===== src/rtl/t5_dload_if.sv =====
// t5_dload_if -- data-stage / bus / write-back bundle for t5_dload.
//
// Signals:
//   sena     global enable (0 = the load unit holds all state)
//   dwb_*    data bus: read data, acknowledge, strobe, write flag
//   x*       data-stage access descriptor: lane select, strobe bits
//            (xstb[0] = misaligned), funct3, destination register
//   mdat/mrd/mwre  registered write-back of the load result
//   dstall   combinational pipeline stall
//   dmis/derr      one-cycle misaligned / bus-timeout flags
//
// Handshake: an access is offered while dwb_stb=1 and xstb[0]=0, and it is
// held by the data stage until dwb_ack=1 is seen in the same cycle.
// dstall=1 tells the pipeline the access is still open this cycle.
// mwre, dmis and derr are one-cycle registered pulses.
//
// Modports: slave = the load unit, master = whoever drives the pipeline/bus.
interface t5_dload_if;
  logic        sena;
  logic [31:0] dwb_dti;
  logic        dwb_ack;
  logic        dwb_stb;
  logic        dwb_wre;
  logic [3:0]  xsel;
  logic [1:0]  xstb;
  logic [2:0]  xfn3;
  logic [4:0]  xrd;
  logic [31:0] mdat;
  logic [4:0]  mrd;
  logic        mwre;
  logic        dstall;
  logic        dmis;
  logic        derr;

  modport slave (
    input  sena, dwb_dti, dwb_ack, dwb_stb, dwb_wre, xsel, xstb, xfn3, xrd,
    output mdat, mrd, mwre, dstall, dmis, derr
  );

  modport master (
    output sena, dwb_dti, dwb_ack, dwb_stb, dwb_wre, xsel, xstb, xfn3, xrd,
    input  mdat, mrd, mwre, dstall, dmis, derr
  );
endinterface


===== src/rtl/t5_dload.sv =====
// t5_dload -- data-stage load/store bus sequencer with write-back.
//
// Tracks one outstanding data-bus access, stalls the pipeline until it is
// acknowledged, times it out after TMO cycles, and for loads aligns and
// extends the returned data into a one-cycle register-file write.
//
// Ports:
//   sclk       clock, rising edge
//   srst       asynchronous active-low reset
//   bus        t5_dload_if.slave (enable, bus, data-stage, write-back)
//   dbg_state  current FSM state (0 = IDLE, 1 = WAIT)
module t5_dload #(
  parameter int unsigned TMO = 255
) (
  input  logic           sclk,
  input  logic           srst,
  t5_dload_if.slave      bus,
  output logic           dbg_state
);

  typedef enum logic {
    IDLE = 1'b0,
    WAIT = 1'b1
  } state_t;

  state_t      state;
  logic [7:0]  cnt;
  logic [31:0] mdat_q;
  logic [4:0]  mrd_q;
  logic        mwre_q;
  logic        dmis_q;
  logic        derr_q;

  logic        acc_valid;
  logic        acc_mis;
  logic        tmo_hit;
  logic [31:0] lane;
  logic [31:0] ld_data;

  assign acc_valid = bus.dwb_stb & ~bus.xstb[0];
  assign acc_mis   = bus.dwb_stb &  bus.xstb[0];

  // Last permitted wait cycle passed without an ack; an ack in this same
  // cycle still wins and completes the access.
  assign tmo_hit = (state == WAIT) & acc_valid & ~bus.dwb_ack &
                   (cnt == 8'(TMO - 1));

  // Stall is dropped on the timeout cycle so the pipeline moves on, and is
  // held low throughout reset.
  assign bus.dstall = srst & acc_valid & ~bus.dwb_ack & ~tmo_hit;

  // Lane extraction: move the selected byte/half down to bit 0.
  always_comb begin
    lane = bus.dwb_dti;
    case (bus.xsel)
      4'b0001: lane = {24'd0, bus.dwb_dti[7:0]};
      4'b0010: lane = {24'd0, bus.dwb_dti[15:8]};
      4'b0100: lane = {24'd0, bus.dwb_dti[23:16]};
      4'b1000: lane = {24'd0, bus.dwb_dti[31:24]};
      4'b0011: lane = {16'd0, bus.dwb_dti[15:0]};
      4'b1100: lane = {16'd0, bus.dwb_dti[31:16]};
      default: lane = bus.dwb_dti;
    endcase
  end

  // Extension by access size; xfn3[2] selects zero extension.
  always_comb begin
    ld_data = lane;
    case (bus.xfn3[1:0])
      2'b00:   ld_data = bus.xfn3[2] ? {24'd0, lane[7:0]}
                                     : {{24{lane[7]}}, lane[7:0]};
      2'b01:   ld_data = bus.xfn3[2] ? {16'd0, lane[15:0]}
                                     : {{16{lane[15]}}, lane[15:0]};
      default: ld_data = lane;
    endcase
  end

  always_ff @(posedge sclk or negedge srst) begin
    if (!srst) begin
      state  <= IDLE;
      cnt    <= 8'd0;
      mdat_q <= 32'd0;
      mrd_q  <= 5'd0;
      mwre_q <= 1'b0;
      dmis_q <= 1'b0;
      derr_q <= 1'b0;
    end else if (bus.sena) begin
      mwre_q <= 1'b0;
      dmis_q <= 1'b0;
      derr_q <= 1'b0;
      case (state)
        IDLE: begin
          if (acc_mis) begin
            dmis_q <= 1'b1;
          end else if (acc_valid) begin
            if (bus.dwb_ack) begin
              if (!bus.dwb_wre) begin
                mdat_q <= ld_data;
                mrd_q  <= bus.xrd;
                mwre_q <= 1'b1;
              end
            end else begin
              state <= WAIT;
              cnt   <= 8'd0;
            end
          end
        end
        WAIT: begin
          if (!bus.dwb_stb) begin
            // Data stage withdrew the access: drop it without any flag.
            state <= IDLE;
            cnt   <= 8'd0;
          end else if (acc_mis) begin
            dmis_q <= 1'b1;
            state  <= IDLE;
            cnt    <= 8'd0;
          end else if (bus.dwb_ack) begin
            if (!bus.dwb_wre) begin
              mdat_q <= ld_data;
              mrd_q  <= bus.xrd;
              mwre_q <= 1'b1;
            end
            state <= IDLE;
            cnt   <= 8'd0;
          end else if (tmo_hit) begin
            derr_q <= 1'b1;
            state  <= IDLE;
            cnt    <= 8'd0;
          end else begin
            cnt <= cnt + 8'd1;
          end
        end
        default: begin
          state <= IDLE;
          cnt   <= 8'd0;
        end
      endcase
    end
  end

  assign bus.mdat  = mdat_q;
  assign bus.mrd   = mrd_q;
  assign bus.mwre  = mwre_q;
  assign bus.dmis  = dmis_q;
  assign bus.derr  = derr_q;
  assign dbg_state = state;

endmodule


===== src/flat_wrapper.sv =====
// flat-port wrapper written by rule: the top's interface ports become plain ports
module t5_dload_flat 
#(
  parameter int unsigned TMO = 255
)
  (sclk, srst, dbg_state, bus_sena, bus_dwb_dti, bus_dwb_ack, bus_dwb_stb, bus_dwb_wre, bus_xsel, bus_xstb, bus_xfn3, bus_xrd, bus_mdat, bus_mrd, bus_mwre, bus_dstall, bus_dmis, bus_derr);
  t5_dload_if bus_i ();
  input  logic sclk;
  input  logic srst;
  output logic dbg_state;
  input wire logic [$bits(bus_i.sena)-1:0] bus_sena;
  input wire logic [$bits(bus_i.dwb_dti)-1:0] bus_dwb_dti;
  input wire logic [$bits(bus_i.dwb_ack)-1:0] bus_dwb_ack;
  input wire logic [$bits(bus_i.dwb_stb)-1:0] bus_dwb_stb;
  input wire logic [$bits(bus_i.dwb_wre)-1:0] bus_dwb_wre;
  input wire logic [$bits(bus_i.xsel)-1:0] bus_xsel;
  input wire logic [$bits(bus_i.xstb)-1:0] bus_xstb;
  input wire logic [$bits(bus_i.xfn3)-1:0] bus_xfn3;
  input wire logic [$bits(bus_i.xrd)-1:0] bus_xrd;
  output wire logic [$bits(bus_i.mdat)-1:0] bus_mdat;
  output wire logic [$bits(bus_i.mrd)-1:0] bus_mrd;
  output wire logic [$bits(bus_i.mwre)-1:0] bus_mwre;
  output wire logic [$bits(bus_i.dstall)-1:0] bus_dstall;
  output wire logic [$bits(bus_i.dmis)-1:0] bus_dmis;
  output wire logic [$bits(bus_i.derr)-1:0] bus_derr;
  assign bus_i.sena = bus_sena;
  assign bus_i.dwb_dti = bus_dwb_dti;
  assign bus_i.dwb_ack = bus_dwb_ack;
  assign bus_i.dwb_stb = bus_dwb_stb;
  assign bus_i.dwb_wre = bus_dwb_wre;
  assign bus_i.xsel = bus_xsel;
  assign bus_i.xstb = bus_xstb;
  assign bus_i.xfn3 = bus_xfn3;
  assign bus_i.xrd = bus_xrd;
  assign bus_mdat = bus_i.mdat;
  assign bus_mrd = bus_i.mrd;
  assign bus_mwre = bus_i.mwre;
  assign bus_dstall = bus_i.dstall;
  assign bus_dmis = bus_i.dmis;
  assign bus_derr = bus_i.derr;
  t5_dload #(.TMO(TMO)) u_core (.sclk(sclk), .srst(srst), .bus(bus_i), .dbg_state(dbg_state));
endmodule

===== config.mk =====
export PLATFORM = sky130hd
export DESIGN_NAME = t5_dload_flat
export DESIGN_NICKNAME = d
export VERILOG_FILES = /design/src/rtl/t5_dload_if.sv /design/src/rtl/t5_dload.sv /design/src/flat_wrapper.sv
export SDC_FILE = /design/constraint.sdc
export NUM_CORES = 1
export LEC_CHECK = 0
export BUFFER_PORTS_ARGS = -buffer_cell sky130_fd_sc_hd__buf_2
export CAP_MARGIN = 20
export CORE_MARGIN = 1.5
export CORE_UTILIZATION = 53
export CTS_CLUSTER_DIAMETER = 200
export DETAILED_ROUTE_END_ITERATION = 10
export GPL_ROUTABILITY_DRIVEN = 0
export GPL_TIMING_DRIVEN = 1
export PLACE_DENSITY = 0.85
export SLEW_MARGIN = 20
export SYNTH_ARGS = -nofsm -noshare
export SYNTH_HDL_FRONTEND = slang
export SYNTH_SLANG_ARGS = --single-unit

===== constraint.sdc =====
create_clock -name sclk -period 4.75 [get_ports sclk]
set_clock_uncertainty 0.15 [all_clocks]
set_input_delay 0.475 -clock sclk [delete_from_list [all_inputs] [get_ports sclk]]
set_output_delay 0.475 -clock sclk [all_outputs]
set_load 0.01 [all_outputs]

* After elaboration in Yosys (flattened, before gate mapping) *
Index checks and enable logic that the tools add are counted.

storage, ports and cells
  register bits after elaboration = 49
  output and inout port bits = 42

operators by class
  add/sub/neg operators = 1
  equality and inequality tests = 13
  mux-type cells = 49
  bitwise gates (word level) = 12
  reduce and logical (&&, ||, !) cells = 3

operators by type and width
  operator               number
  $mux W32               8
  $pmux W32 S6           1
  $pmux W32 S2           2
  $mux W8                7
  $mux W5                6
  $mux W1                20
  $pmux W8 S2            1
  $pmux W5 S2            1
  $add A8 B1 Y8 const B  1
  $and A1 B1 Y1          8
  $eq A4 B2 Y1 const B   2
  $eq A4 B4 Y1 const B   2
  $eq A8 B8 Y1 const B   1
  $ne A2 B2 Y1 const B   4
  $pmux W1 S2            3
  $reduce_and A5 Y1      1
  $eq A4 B1 Y1 const B   1
  $eq A4 B3 Y1 const B   1
  $not A1 Y1             4
  $reduce_and A4 Y1      1
  $eq A2 B1 Y1 const B   1
  $logic_not A2 Y1       1
  $ne A2 B1 Y1 const B   1

* Longest topological paths before layout *
Gate-level depths: netlist of run 1.

  word-level depth = 10
  depth in mapped cells = 8

* Worst setup path after synthesis of run 1 *
Ideal clock, no wire load.

  kind = in2reg
  start point = input port bus_xsel[3]
  end point = register u_core.mdat_q[18], in the netlist u_core.bus.mdat[18]
  library setup time = 0.121 ns
  arrival time = 1.895 ns
  required time = 4.479 ns
  setup slack = 2.584 ns
  stages on the path = 7
  buffers on the path = 2
  cells stage by stage = buf_2 > nor4b_4 > a211oi_2 > o31ai_4 > a31oi_4 > buf_6 > o22a_1

on the way
  cells in the longest elaborated chain, start to end = 9

ends and longest elaborated chain
  item                                        RTL line                         source
  start, declared                             flat_wrapper.sv:16               input wire logic [$bits(bus_i.xsel)-1:0] bus_xsel;
  $eq A4 B4 Y1, or another cell as far along  t5_dload.sv:55                   case (bus.xsel)
  $pmux W32 S6 *                              t5_dload.sv:55
  $mux W32, on equally long branches          t5_dload.sv:72, t5_dload.sv:70
  $pmux W32 S2 *                              t5_dload.sv:69                   case (bus.xfn3[1:0])
  $mux W32 *                                  t5_dload.sv:97, t5_dload.sv:118
  $mux W32 *                                  t5_dload.sv:96, t5_dload.sv:117
  $mux W32, on equally long branches          t5_dload.sv:113, t5_dload.sv:95
  $mux W32, on equally long branches          t5_dload.sv:109, t5_dload.sv:93
  $pmux W32 S2 *                              t5_dload.sv:91                   case (state)
  end signal, assigned                        t5_dload.sv:98                   mdat_q <= ld_data;
  end signal, assigned                        t5_dload.sv:119                  mdat_q <= ld_data;
  end, declared                               t5_dload.sv:28                   logic [31:0] mdat_q;

Mark *: on every way between the ends. The rest lies on a longest branch, timed or not. The select of a mux whose other input is x is not followed.
A chain may end at the register's enable or synchronous reset.

* Worst setup path after layout of run 1 *
  start point = register u_core.cnt[0]
  end point = output port bus_dstall

on the way
  cells in the longest elaborated chain, start to end = 4

ends and longest elaborated chain
  item                    RTL line            source
  start, declared         t5_dload.sv:27      logic [7:0] cnt;
  start signal, assigned  t5_dload.sv:130     cnt <= cnt + 8'd1;
  $eq A8 B8 Y1            t5_dload.sv:46      (cnt == 8'(TMO - 1));
  $and A1 B1 Y1           t5_dload.sv:45      assign tmo_hit = (state == WAIT) & acc_valid & ~bus.dwb_ack &
  $not A1 Y1              t5_dload.sv:50      assign bus.dstall = srst & acc_valid & ~bus.dwb_ack & ~tmo_hit;
  $and A1 B1 Y1           t5_dload.sv:50
  end, declared           flat_wrapper.sv:23  output wire logic [$bits(bus_i.dstall)-1:0] bus_dstall;

Every way passes these cells.

==> results of run 1 <==
-- sequential cells by signal, indices dropped and copies added, names as in the netlist --
name	count
u_core.bus.mdat	32
u_core.cnt	8
u_core.bus.mrd	5
u_core.bus.derr	1
u_core.bus.dmis	1
u_core.bus.mwre	1
u_core.dbg_state	1
-- power by group through the flow --
stage	Sequential (µW)	Combinational [µW]	Clock, µW
floorplan	586	122	0
global placement	545	291	0
detailed placement	548	300	0
CTS	542	300	313
global route	552	326	330
finish	543	298	310
-- critical path, stage by stage (launching register included) --
cell and delay, ns:
sky130_fd_sc_hd__dfrtp_1 0.46, sky130_fd_sc_hd__inv_1 0.07, sky130_fd_sc_hd__ha_1 0.20, sky130_fd_sc_hd__nand3_1 0.10, sky130_fd_sc_hd__nor2_1 0.06, sky130_fd_sc_hd__a21boi_0 0.20
sky130_fd_sc_hd__and2_1 0.14, sky130_fd_sc_hd__buf_2 0.12
-- worst min path at each step --
stage / start / to / slack, ns / cells after the start
after global routing: srst / u_core.bus.mdat[7] / 0.17 / 2
after floorplan: srst / u_core.bus.derr / 0.03 / 0
final: srst / u_core.cnt[0] / 0.12 / 2
after detailed placement: u_core.bus.mdat[15] / u_core.bus.mdat[15] / 0.33 / 1
after CTS: srst / u_core.bus.mrd[1] / 0.14 / 2
after global placement: u_core.bus.mdat[15] / u_core.bus.mdat[15] / 0.32 / 1
-- cell families after synthesis --
family,count (synthesis)
and+or+nand+nor,80
AOI/OAI and AO/OA,75
DFF,49
buffers and inverters,22
xor gates and xnor gates,6
muxes,6
adders and majority gates,2
-- cells in the mapped netlist (2+ instances only) --
cell,n,area (µm²)
sky130_fd_sc_hd__o21a_1,2,15.0
sky130_fd_sc_hd__nand2_1,6,22.5
sky130_fd_sc_hd__nand3_1,4,20.0
sky130_fd_sc_hd__o22ai_1,2,12.5
sky130_fd_sc_hd__o22a_1,10,87.6
sky130_fd_sc_hd__inv_1,5,18.8
sky130_fd_sc_hd__xor2_1,5,43.8
sky130_fd_sc_hd__nand4_1,5,31.3
sky130_fd_sc_hd__a22oi_1,7,52.6
sky130_fd_sc_hd__a22o_1,7,61.3
sky130_fd_sc_hd__o21ai_0,7,35.0
sky130_fd_sc_hd__mux2_2,6,67.6
sky130_fd_sc_hd__ha_1,2,25.0
sky130_fd_sc_hd__nor4b_4,2,47.6
sky130_fd_sc_hd__nor2_1,28,105
sky130_fd_sc_hd__a21oi_1,16,80.1
sky130_fd_sc_hd__clkbuf_1,5,18.8
sky130_fd_sc_hd__a221oi_1,7,61.3
sky130_fd_sc_hd__or2_2,2,12.5
sky130_fd_sc_hd__dfrtp_1,49,1230
sky130_fd_sc_hd__and3_1,17,106
sky130_fd_sc_hd__a21boi_0,2,15.0
sky130_fd_sc_hd__buf_2,5,25.0
sky130_fd_sc_hd__buf_6,2,22.5
sky130_fd_sc_hd__and2_1,3,18.8
sky130_fd_sc_hd__o22a_2,6,60.1
sky130_fd_sc_hd__buf_1,3,11.3
sky130_fd_sc_hd__nor3_1,3,15.0
-- layer usage --
metal | vias up | GRT usage | part of all wire
met5 | - | 0 | 0
met4 | 0 | 0.0566 | 0.010
met3 | 6 | 0.0597 | 0.067
met2 | 90 | 0.403 | 0.48
met1 | 1069 | 0.343 | 0.45
li1 | 1054 | - | -
-- cells in the final DEF (no fill, tap or decap), drive strengths merged, types with 2 or more instances in the layout --
cell and n:
nand4 5, and2 5, o31ai 2, nor3 3
inv 5, buf 94, and3 17, o21a 2
or2 2, a21oi 16, o21ai 8, ha 2
o22a 16, a221oi 7, dfrtp 49, a22o 7
nor2 28, clkbuf 6, nand3 4, mux2 6
xor2 5, a22oi 7, a21boi 3, a211oi 2
o22ai 2, nor4b 2, a31oi 2, nand2 6
-- area by class of cell --
type                       instances  area (µm²)  area share
clock inverter                     2        37.5      0.0121
clock buffer                       6        82.6      0.0267
inverter                           5        18.8     0.00606
multi-input combinational        169        1190       0.384
sequential                        49        1230       0.396
timing repair buffer              94         475       0.154
tap                               52        65.1      0.0210
-- metrics by stage --
step	instances	hold slack (ns)	utilization	cell area [µm²]	power [µW]
final	377	0.121	0.692	3100	1150
after global routing	377	0.168	0.692	3100	1210
after CTS	377	0.137	0.692	3100	1160
after detailed placement	369	0.333	0.665	2980	848
after global placement	369	0.323	0.665	2980	836
after floorplan	240	0.0294	-	2520	708
==> summary by stage, run 1 <==
Critical path
The most critical setup path has its startpoint at u_core.cnt[0]. The startpoint-to-endpoint class of the critical path is reg -> out. The setup slack of the most critical reg-to-reg path is 2.85 ns. Data on the critical path arrives at its endpoint at 1.65 ns.

The startpoint identified for the worst register-to-register timing path is u_core.cnt[0]. For the worst flop-to-flop path, the logic depth is 6. The type of element capturing the critical path is an output pin.

The worst flop-to-flop path endpoint is u_core.cnt[3]. The capturing element of the worst setup path is bus_dstall. The data required time of the critical path is 4.12 ns. In this run the worst path has a maximum fanout of 7.

The startpoint type of the worst setup path is a register.

Power and ir drop
The portion of total power attributed to the clock network is 0.270. Dividing total power by cell area gives a power density of 372 nW/µm². Of the total power, combinational logic draws 0.259. The share of total power dissipated in sequential elements is 0.471. The switching fraction of total power is 0.294. VDD sags by at most 0.233 mV. Summed over all cells, the static leakage comes to 0.00150 µW. In this run the power spent charging and discharging nets is around 340 µW. The internal power of the cells is 812 µW.

Yosys
The synthesis warning total is 0. Of the total synthesized cell area, the portion taken by XOR and XNOR cells is 0.0209. The post-synthesis cell area is 2520 µm².

Of the total synthesized cell area, the portion taken by AND, OR, NAND and NOR gates is 0.183. The number of nets handed over by synthesis was slightly below 300. The post-synthesis sequential area ratio is 0.487. Each instance of the synthesized netlist takes up on average 10.5 µm². The share of the synthesized area in compound gates (AO/OA/AOI/OAI) came to 0.229.

The mux share of post-synthesis cell area is 0.0268. The largest family of logic cells by synthesized area is compound AO/OA/AOI/OAI gates. The post-synthesis sequential element count is a little under 50. The number of enable-type register cells in the synthesized netlist is 0.

The adder and majority gate portion of the synthesized area is 0.00994. The count of mapped cells out of synthesis is 240. Among all flip-flop cells after synthesis, the most frequent one is sky130_fd_sc_hd__dfrtp_1.

The number of different library cells used by synthesis comes to 50. Of all flip-flops after synthesis, the portion carrying an async set or reset was 1.00.

Timing
The count of final max-slew check failures is 0. After layout, the minimum clock period comes to 2.28 ns. The number of endpoints failing setup at the final stage is 0. Setup repair after global routing left no endpoint under its margin. The fmax is 440 MHz. The share of the clock period used by the worst path is 0.479.

The post-route worst setup slack is 2.47 ns. The final number of hold-violating endpoints is 0. The worst pin sits at a relative slew slack of 0.406. For the pin with the worst max-slew slack, the measured transition is 0.886 ns. Summed over all failing endpoints, the final setup total negative slack is 0 ns.

Floorplan
The effective utilization at floorplan is 0.563. The floorplan has 24 rows. The die covers 5170 µm². The core area is ~4500 µm². The floorplan step set the die height to about 72 µm. For this design the top-level I/O count stands at 94. The x dimension of the die is 71.9 µm.

Global route
The wire length of the first global-routing pass is slightly above 10000 µm. The via count of the first global-routing pass is 2081. The initial antenna violation count was 0. In the global route stage, overall resource usage came out at 0.249.

The maximum number of pins on one net before global-route repair is 51. The sum of overflow across all layers after global routing is 0.

Cells and area
The fraction of final layout cells with drive strength greater than 1 is 0.382. From synthesis to final layout, the design area changed by 23.0%. The antenna diode instance count is 0. The net count of the finished layout is 378.

The filler cells instantiated in the layout total between 300 and 400.

Clocking
The clock tree root driver cell is sky130_fd_sc_hd__clkbuf_8. The number of setup buffers added after CTS is 0. No sink is reached through more buffers than the 2 on the longest clock path. CTS saw 49 sinks.

TritonCTS built the clock tree. At the later pin of the worst-skew pair, clock insertion delay measures roughly 0.3 ns. After clock tree synthesis, the clock-pin slew on the worst setup and hold paths is 0.09 ns. The number of H-tree branching levels is 2.

The total of cells resized after clock tree synthesis is 0. The total clock buffers created by CTS is 5. In this run, post-CTS hold repair placed 0 buffers.

Route
For this run, the detailed router's first-pass iteration total came to 4. Dividing the detail-routed via count by the number of cells gives 5.89. Summing over every cut layer, the via total after detailed routing is about 2200. The average wire per standard cell is 16.6 µm. The initial detailed-routing violation count is 141. For this block, the routed nets add up to between 6000 and 7000 µm of wire. Once detail routing completed, the nets flagged for antenna violations numbered 0. In the routed design, unresolved DRC markers number 0.

Placed design
Summed over all nets, the half-perimeter wirelength after detailed placement is ~4500 µm. The number of input and output port buffers inserted is 92. Before CTS, the worst setup slack after placement is 2.28 ns.

Worst hold path
The worst min-delay path class is in -> async.

Outcome
The flow ran to the end, and the final reports show no timing, DRC or antenna violations.

Flow run
The tool flagged a number of max-cap violations equal to 0.
Note: power is estimated with default switching activity, not from simulation.
==> run 2: changes to the inputs <==
--- a/config.mk
+++ b/config.mk
@@ -8,12 +8,12 @@
 export BUFFER_PORTS_ARGS = -buffer_cell sky130_fd_sc_hd__buf_2
 export CAP_MARGIN = 20
 export CORE_MARGIN = 1.5
-export CORE_UTILIZATION = 53
+export CORE_UTILIZATION = 44
 export CTS_CLUSTER_DIAMETER = 200
 export DETAILED_ROUTE_END_ITERATION = 10
 export GPL_ROUTABILITY_DRIVEN = 0
 export GPL_TIMING_DRIVEN = 1
-export PLACE_DENSITY = 0.85
+export PLACE_DENSITY = 0.76
 export SLEW_MARGIN = 20
 export SYNTH_ARGS = -nofsm -noshare
 export SYNTH_HDL_FRONTEND = slang
==> constraint.sdc (replaced) <==
create_clock -name sclk -period 1.85 [get_ports sclk]
set_clock_uncertainty 0.15 [all_clocks]
set_input_delay 0.185 -clock sclk [delete_from_list [all_inputs] [get_ports sclk]]
set_output_delay 0.185 -clock sclk [all_outputs]
set_load 0.01 [all_outputs]
==> summary by stage, run 2 (synthesis results as in run 1) <==
Outcome
Status: complete, no violations (unchanged).

Critical path
The maximum fanout encountered on the critical timing path is 2 (was 7). The number of cells on the worst reg-to-reg path was 7 (was 6). The data required time of the critical path was 1.51 ns (was 4.12 ns). The startpoint-to-endpoint class of the critical path is reg -> out (unchanged). The data arrival time of the critical path came to 1.47 ns (was 1.65 ns).

The type of element capturing the critical path is an output pin (unchanged). The startpoint type of the worst setup path is a register (unchanged).

Worst hold path
The depth of the worst hold-timing path is 3. The worst min-delay path class is in -> reg (was in -> async).

Route
The average wire per standard cell is 15.7 µm (was 16.6 µm). The amount of wire on met2 after detailed routing is 3160 µm (was 2980 µm). The average via count per standard cell is 5.57 (was 5.89).

The met1 wire length came to 2960 µm (was 2790 µm). The remaining routing DRC violations was 0 (unchanged). The routed length on met3 is 528 µm (was 421 µm). The top layer reached by signal wires is met4 (unchanged). The initial detailed-routing violation count is 147 (was 141). The total vias in the final route is 2397 (was 2219). The number of nets with antenna violations after detailed routing is 0 (unchanged). The aggregate routed wire length came to 6760 µm (was 6260 µm). The length of the first detailed-routing pass in iterations is 4 (unchanged).

Placed design
The cell area after placement is 3190 µm² (was 2980 µm²). The number of input and output port buffers inserted came to 92 (unchanged). The estimated wirelength of the detail-placed design came to 5030 µm (was 4530 µm).

The worst setup slack before clock tree synthesis is -0.227 ns (was 2.28 ns).

Timing
The count of final max-slew check failures was 0 (unchanged). The final number of hold-violating endpoints is 0 (unchanged). The number of endpoints failing setup at the final stage is 0 (unchanged). The share of the clock period used by the worst path is 0.974.

RSZ-0062 raised after global routing: true (was false). The final hold slack came to 0.00678 ns (was 0.121 ns). The worst slew margin relative to its limit was 0.466 (was 0.406). The fmax is 555 MHz. The final critical-path required period is 1.80 ns. The slew at the pin closest to its max-slew limit is 0.798 ns (was 0.886 ns).

The post-route worst setup slack is 0.0485 ns (was 2.47 ns).

Clocking
The clock slew at the register clock pins of the worst setup and hold paths is 0.09 ns (about the same). The worst-case clock buffer depth is 2 (unchanged). The insertion delay of the later-clocked pin in the worst-skew pair is 0.29 ns (was 0.30 ns).

The total clock sinks is 49 (unchanged). The number of H-tree branching levels was 2 (unchanged). The total clock buffers created by CTS is 5 (unchanged). The clock tree root driver cell is sky130_fd_sc_hd__clkbuf_8 (unchanged). The CTS tree was yes (unchanged).

Floorplan
The area of the die was 6180 µm² (was 5170 µm²). The die extent in y is 78.6 µm (was 71.9 µm). The placement row count is 27 (was 24).

The x dimension of the die came to 78.6 µm (was 71.9 µm). The core area is 5510 µm² (was 4470 µm²). The top-level port count is 94 (unchanged).

The effective utilization at floorplan is 0.457 (was 0.563).

Cells and area
The number of filler cells placed in the layout is 473 (was 336). Highest-count cells in the layout ignoring fill and taps: sky130_fd_sc_hd__buf_2, sky130_fd_sc_hd__dfrtp_1, sky130_fd_sc_hd__nor2_1, sky130_fd_sc_hd__buf_4, sky130_fd_sc_hd__and3_1 (was sky130_fd_sc_hd__buf_2, sky130_fd_sc_hd__dfrtp_1, sky130_fd_sc_hd__nor2_1). The final design instance area without fill is 3400 µm² (was 3100 µm²). The area used by multi-input combinational logic is 1220 µm² (was 1190 µm²). The synthesis-to-layout area growth is 35.0% (was 23.0%). The combined flip-flop and latch cell area was 1230 µm² (unchanged). The layout net count is 411 (was 378).

The flip-flop count of the largest register, all copies and words added is 32 (unchanged). The antenna diode instance count is 0 (unchanged). The fraction of final layout cells with drive strength greater than 1 is 0.433 (was 0.382). The commonest non-fill, non-tap cell in the layout is sky130_fd_sc_hd__buf_2 (unchanged).

Global route
The via count of the first global-routing pass was 2338 (was 2081). The sum of overflow across all layers after global routing is 0 (unchanged). The global-route total usage across every layer was 0.225 (was 0.249). The initial antenna violation count is 0 (unchanged). The maximum number of pins on one net before global-route repair is 50 (was 51). The wire length of the first global-routing pass came to 10800 µm (was 10100 µm).

Flow run
The max-cap violation count is 0 (unchanged).

Power and ir drop
The static power due to leakage came to 0.00164 µW (was 0.00150 µW). The total power divided by cell area came to 837 nW/µm² (was 372 nW/µm²). The largest voltage drop on the vdd net is 0.465 mV (was 0.233 mV).
run 2: routing by layer:
metal / global-route usage / vias up
li1: - / 1122
met1: 0.283 / 1145
met2: 0.381 / 116
met3: 0.0570 / 14
met4: 0.0661 / 0
met5: 0 / -
run 2: what timing repair did:
action	in CTS	in global routing
endpoints found under the hold margin	56	0
setup endpoints to repair	1	2
pin swaps	0	3
hold buffers	8	0
cloned	0	0
resized for setup	3	5
setup buffers	1	1
run 2: layout make-up:
class	instances	share of cell area
Sequential cell	49	0.361
Clock inverter	3	0.00663
Clock buffer	5	0.0203
Timing Repair Buffer	127	0.222
Tap cell	72	0.0265
Multi-Input combinational cell	169	0.358
Inverter	5	0.00552
run 2: report_power, final:
part | switching [µW] | internal [µW] | leakage (µW)
logic | 411 | 410 | 0.00100
clock network | 365 | 266 | 0.0000364
registers | 118 | 1280 | 0.000607
total | 893 | 1950 | 0.00164
run 2: worst max-delay path: stages (launching register included):
cell	delay, ns
sky130_fd_sc_hd__dfrtp_1	0.39
sky130_fd_sc_hd__inv_1	0.06
sky130_fd_sc_hd__ha_2	0.16
sky130_fd_sc_hd__nand3_2	0.10
sky130_fd_sc_hd__nor2_4	0.13
sky130_fd_sc_hd__a21boi_2	0.06
sky130_fd_sc_hd__and2_1	0.14
sky130_fd_sc_hd__buf_2	0.13
run 2: path summary, 6_finish.rpt:
path	startpoint	slack (ns)	to
worst max-delay path	u_core.cnt[0]	0.05	bus_dstall
worst min-delay path	bus_xstb[0]	0.007	u_core.bus.dmis
worst max register to register	u_core.cnt[0]	0.19	u_core.cnt[7]
worst min register to register	u_core.bus.mdat[15]	0.36	u_core.bus.mdat[15]
max in group asynchronous	srst	0.76	u_core.cnt[2]
min in group asynchronous	srst	0.38	u_core.bus.mdat[27]
run 2: through the flow:
step                       util  instances  power, µW  TNS, ns
after floorplan               -        240       1820   -0.204
after global placement    0.579        412       2190   -0.925
after detailed placement  0.579        412       2220    -2.65
after CTS                 0.612        429       2870        0
after global routing      0.617        430       3010  -0.0506
final                     0.617        430       2850        0
==> run 3: changes to the inputs <==
--- a/config.mk
+++ b/config.mk
@@ -13,7 +13,9 @@
 export DETAILED_ROUTE_END_ITERATION = 10
 export GPL_ROUTABILITY_DRIVEN = 0
 export GPL_TIMING_DRIVEN = 1
+export HOLD_SLACK_MARGIN = 0.12
 export PLACE_DENSITY = 0.76
+export SKIP_LAST_GASP = 1
 export SLEW_MARGIN = 20
 export SYNTH_ARGS = -nofsm -noshare
 export SYNTH_HDL_FRONTEND = slang
==> summary by stage, run 3 (synthesis results as in run 1) <==
Timing
The count of final max-slew check failures is 0 (unchanged). The worst slew margin relative to its limit came to 0.473 (was 0.466). The post-route worst setup slack is 0.0473 ns (was 0.0485 ns).

The number of endpoints failing setup at the final stage is 0 (unchanged). The share of the clock period used by the worst path is 0.974 (about the same). RSZ-0062 raised after global routing: true (unchanged). The fmax is 555 MHz (about the same). The final critical-path required period was 1.80 ns (about the same).

The final number of hold-violating endpoints is 0 (unchanged). The slew at the pin closest to its max-slew limit is 0.788 ns (was 0.798 ns). The final hold slack came to 0.136 ns (was 0.00678 ns).

Clocking
The total clock buffers created by CTS is 5 (unchanged). The CTS tree is yes (unchanged). The clock slew at the register clock pins of the worst setup and hold paths was 0.09 ns (about the same).

The total clock sinks is 49 (unchanged). The clock tree root driver cell is sky130_fd_sc_hd__clkbuf_8 (unchanged). The insertion delay of the later-clocked pin in the worst-skew pair is 0.29 ns (about the same). The worst-case clock buffer depth came to 2 (unchanged). The number of H-tree branching levels came to 2 (unchanged).

Global route
The wire length of the first global-routing pass is 12000 µm (was 10800 µm). The maximum number of pins on one net before global-route repair is 50 (unchanged). The via count of the first global-routing pass is 2587 (was 2338). The initial antenna violation count is 0 (unchanged). The global-route total usage across every layer is 0.249 (was 0.225).

The sum of overflow across all layers after global routing is 0 (unchanged).

Floorplan
The x dimension of the die is 78.6 µm (unchanged). The core area is 5510 µm² (unchanged). The placement row count is 27 (unchanged). The top-level port count is 94 (unchanged). The die extent in y is 78.6 µm (unchanged).

The effective utilization at floorplan is 0.457 (unchanged). The area of the die is 6180 µm² (unchanged).

Cells and area
The fraction of final layout cells with drive strength greater than 1 is 0.398 (was 0.433). The antenna diode instance count is 0 (unchanged). The commonest non-fill, non-tap cell in the layout is sky130_fd_sc_hd__buf_2 (unchanged). The area used by multi-input combinational logic is 1220 µm² (unchanged). The combined flip-flop and latch cell area came to 1230 µm² (unchanged). Highest-count cells in the layout ignoring fill and taps: sky130_fd_sc_hd__buf_2, sky130_fd_sc_hd__dfrtp_1, sky130_fd_sc_hd__dlygate4sd3_1 (was sky130_fd_sc_hd__buf_2, sky130_fd_sc_hd__dfrtp_1, sky130_fd_sc_hd__nor2_1, sky130_fd_sc_hd__buf_4, sky130_fd_sc_hd__and3_1). The flip-flop count of the largest register, all copies and words added was 32 (unchanged). The layout net count is 442 (was 411).

The synthesis-to-layout area growth came to 47.3% (was 35.0%). The number of filler cells placed in the layout is 436 (was 473).

Critical path
The startpoint type of the worst setup path is a register (unchanged). The data arrival time of the critical path came to 1.47 ns (about the same). Chain of cells forming the critical path: inv_1, ha_2, nand3_2, nor2_4, a21boi_2, and2_1, buf_2 (unchanged). The stage delay of the slowest cell on the critical path is 0.39 ns (about the same).

The type of element capturing the critical path is an output pin (unchanged). The maximum fanout encountered on the critical timing path is 2 (unchanged). The startpoint-to-endpoint class of the critical path was reg -> out (unchanged). The data required time of the critical path was 1.51 ns (about the same). The cell at the slowest stage of the critical path was sky130_fd_sc_hd__dfrtp_1 (unchanged).

Power and ir drop
The static power due to leakage was 0.00177 µW (was 0.00164 µW). The total power divided by cell area came to 785 nW/µm² (was 837 nW/µm²). The largest voltage drop on the vdd net is 0.464 mV (was 0.465 mV).

Route
The aggregate routed wire length was 7410 µm (was 6760 µm). The average via count per standard cell is 5.51 (was 5.57). The number of nets with antenna violations after detailed routing was 0 (unchanged). The length of the first detailed-routing pass in iterations was 4 (unchanged).

The initial detailed-routing violation count is 167 (was 147). The remaining routing DRC violations was 0 (unchanged). The average wire per standard cell is 16.1 µm (was 15.7 µm). The total vias in the final route is 2541 (was 2397).

Worst hold path
The worst min-delay path class is in -> reg (unchanged).

Placed design
The estimated wirelength of the detail-placed design is 5030 µm (unchanged). The number of input and output port buffers inserted came to 92 (unchanged). The worst setup slack before clock tree synthesis is -0.227 ns (unchanged).

Flow run
The max-cap violation count is 0 (unchanged).

Outcome
Status: complete, no violations (unchanged).
==> run 3: final timing paths <==
check | startpoint | to | slack [ns] | depth (start not counted)
worst max-delay path | u_core.cnt[0] | bus_dstall | 0.05 | 7
worst min-delay path | bus_dwb_dti[23] | u_core.bus.mdat[23] | 0.14 | 3
worst max register to register | u_core.cnt[0] | u_core.cnt[7] | 0.19 | 7
worst min register to register | u_core.bus.mdat[15] | u_core.bus.mdat[15] | 0.36 | 1
max in group asynchronous | srst | u_core.cnt[3] | 0.75 | 3
min in group asynchronous | srst | u_core.bus.mdat[20] | 0.38 | 3
==> run 3: worst max-delay path: cells and delay by family (launching register included) <==
family	cells	cell delay, ns
and+or+nand+nor	3	0.37
adders and majority gates	1	0.16
buffers and inverters	2	0.19
AOI/OAI and AO/OA	1	0.06
DFF	1	0.39
==> run 3: layer usage <==
metal	vias to the layer above	track usage	share of wire
li1	1188	-	-
met1	1211	0.295	0.42
met2	123	0.446	0.49
met3	19	0.0500	0.065
met4	0	0.0875	0.024
met5	-	0	0
==> run 3: metrics by stage <==
step | TNS (ns) | instances | instance area (µm²) | power, µW | utilization
2_1_floorplan | -0.204 | 240 | 2530 | 1820 | -
3_3_place_gp | -0.925 | 412 | 3190 | 2190 | 0.579
3_5_place_dp | -2.65 | 412 | 3190 | 2220 | 0.579
4_1_cts | 0 | 460 | 3680 | 2920 | 0.668
5_1_grt | -0.0506 | 461 | 3710 | 3080 | 0.673
6_report | 0 | 461 | 3710 | 2910 | 0.673
==> run 3: layout make-up <==
cell class	count	share of cell area
tap	72	0.0243
inverter	5	0.00506
sequential	49	0.331
clock inverter	3	0.00607
clock buffer	5	0.0186
multi-input combinational	169	0.328
timing repair buffer	158	0.287
==> run 3: power breakdown <==
| group | internal [µW] | leakage [µW] | switching, µW |
|---|---|---|---|
| logic | 452 | 0.00113 | 427 |
| registers | 1280 | 0.000607 | 124 |
| clock network | 266 | 0.0000364 | 366 |
| total | 1990 | 0.00177 | 918 |
==> run 3: what timing repair did <==
action                                  CTS  global route
buffers inserted                          1             1
endpoints found under the hold margin    77             0
hold buffers                             39             0
endpoints found under the setup margin    1             3
resized for setup                         3             5
pin swaps                                 0             3
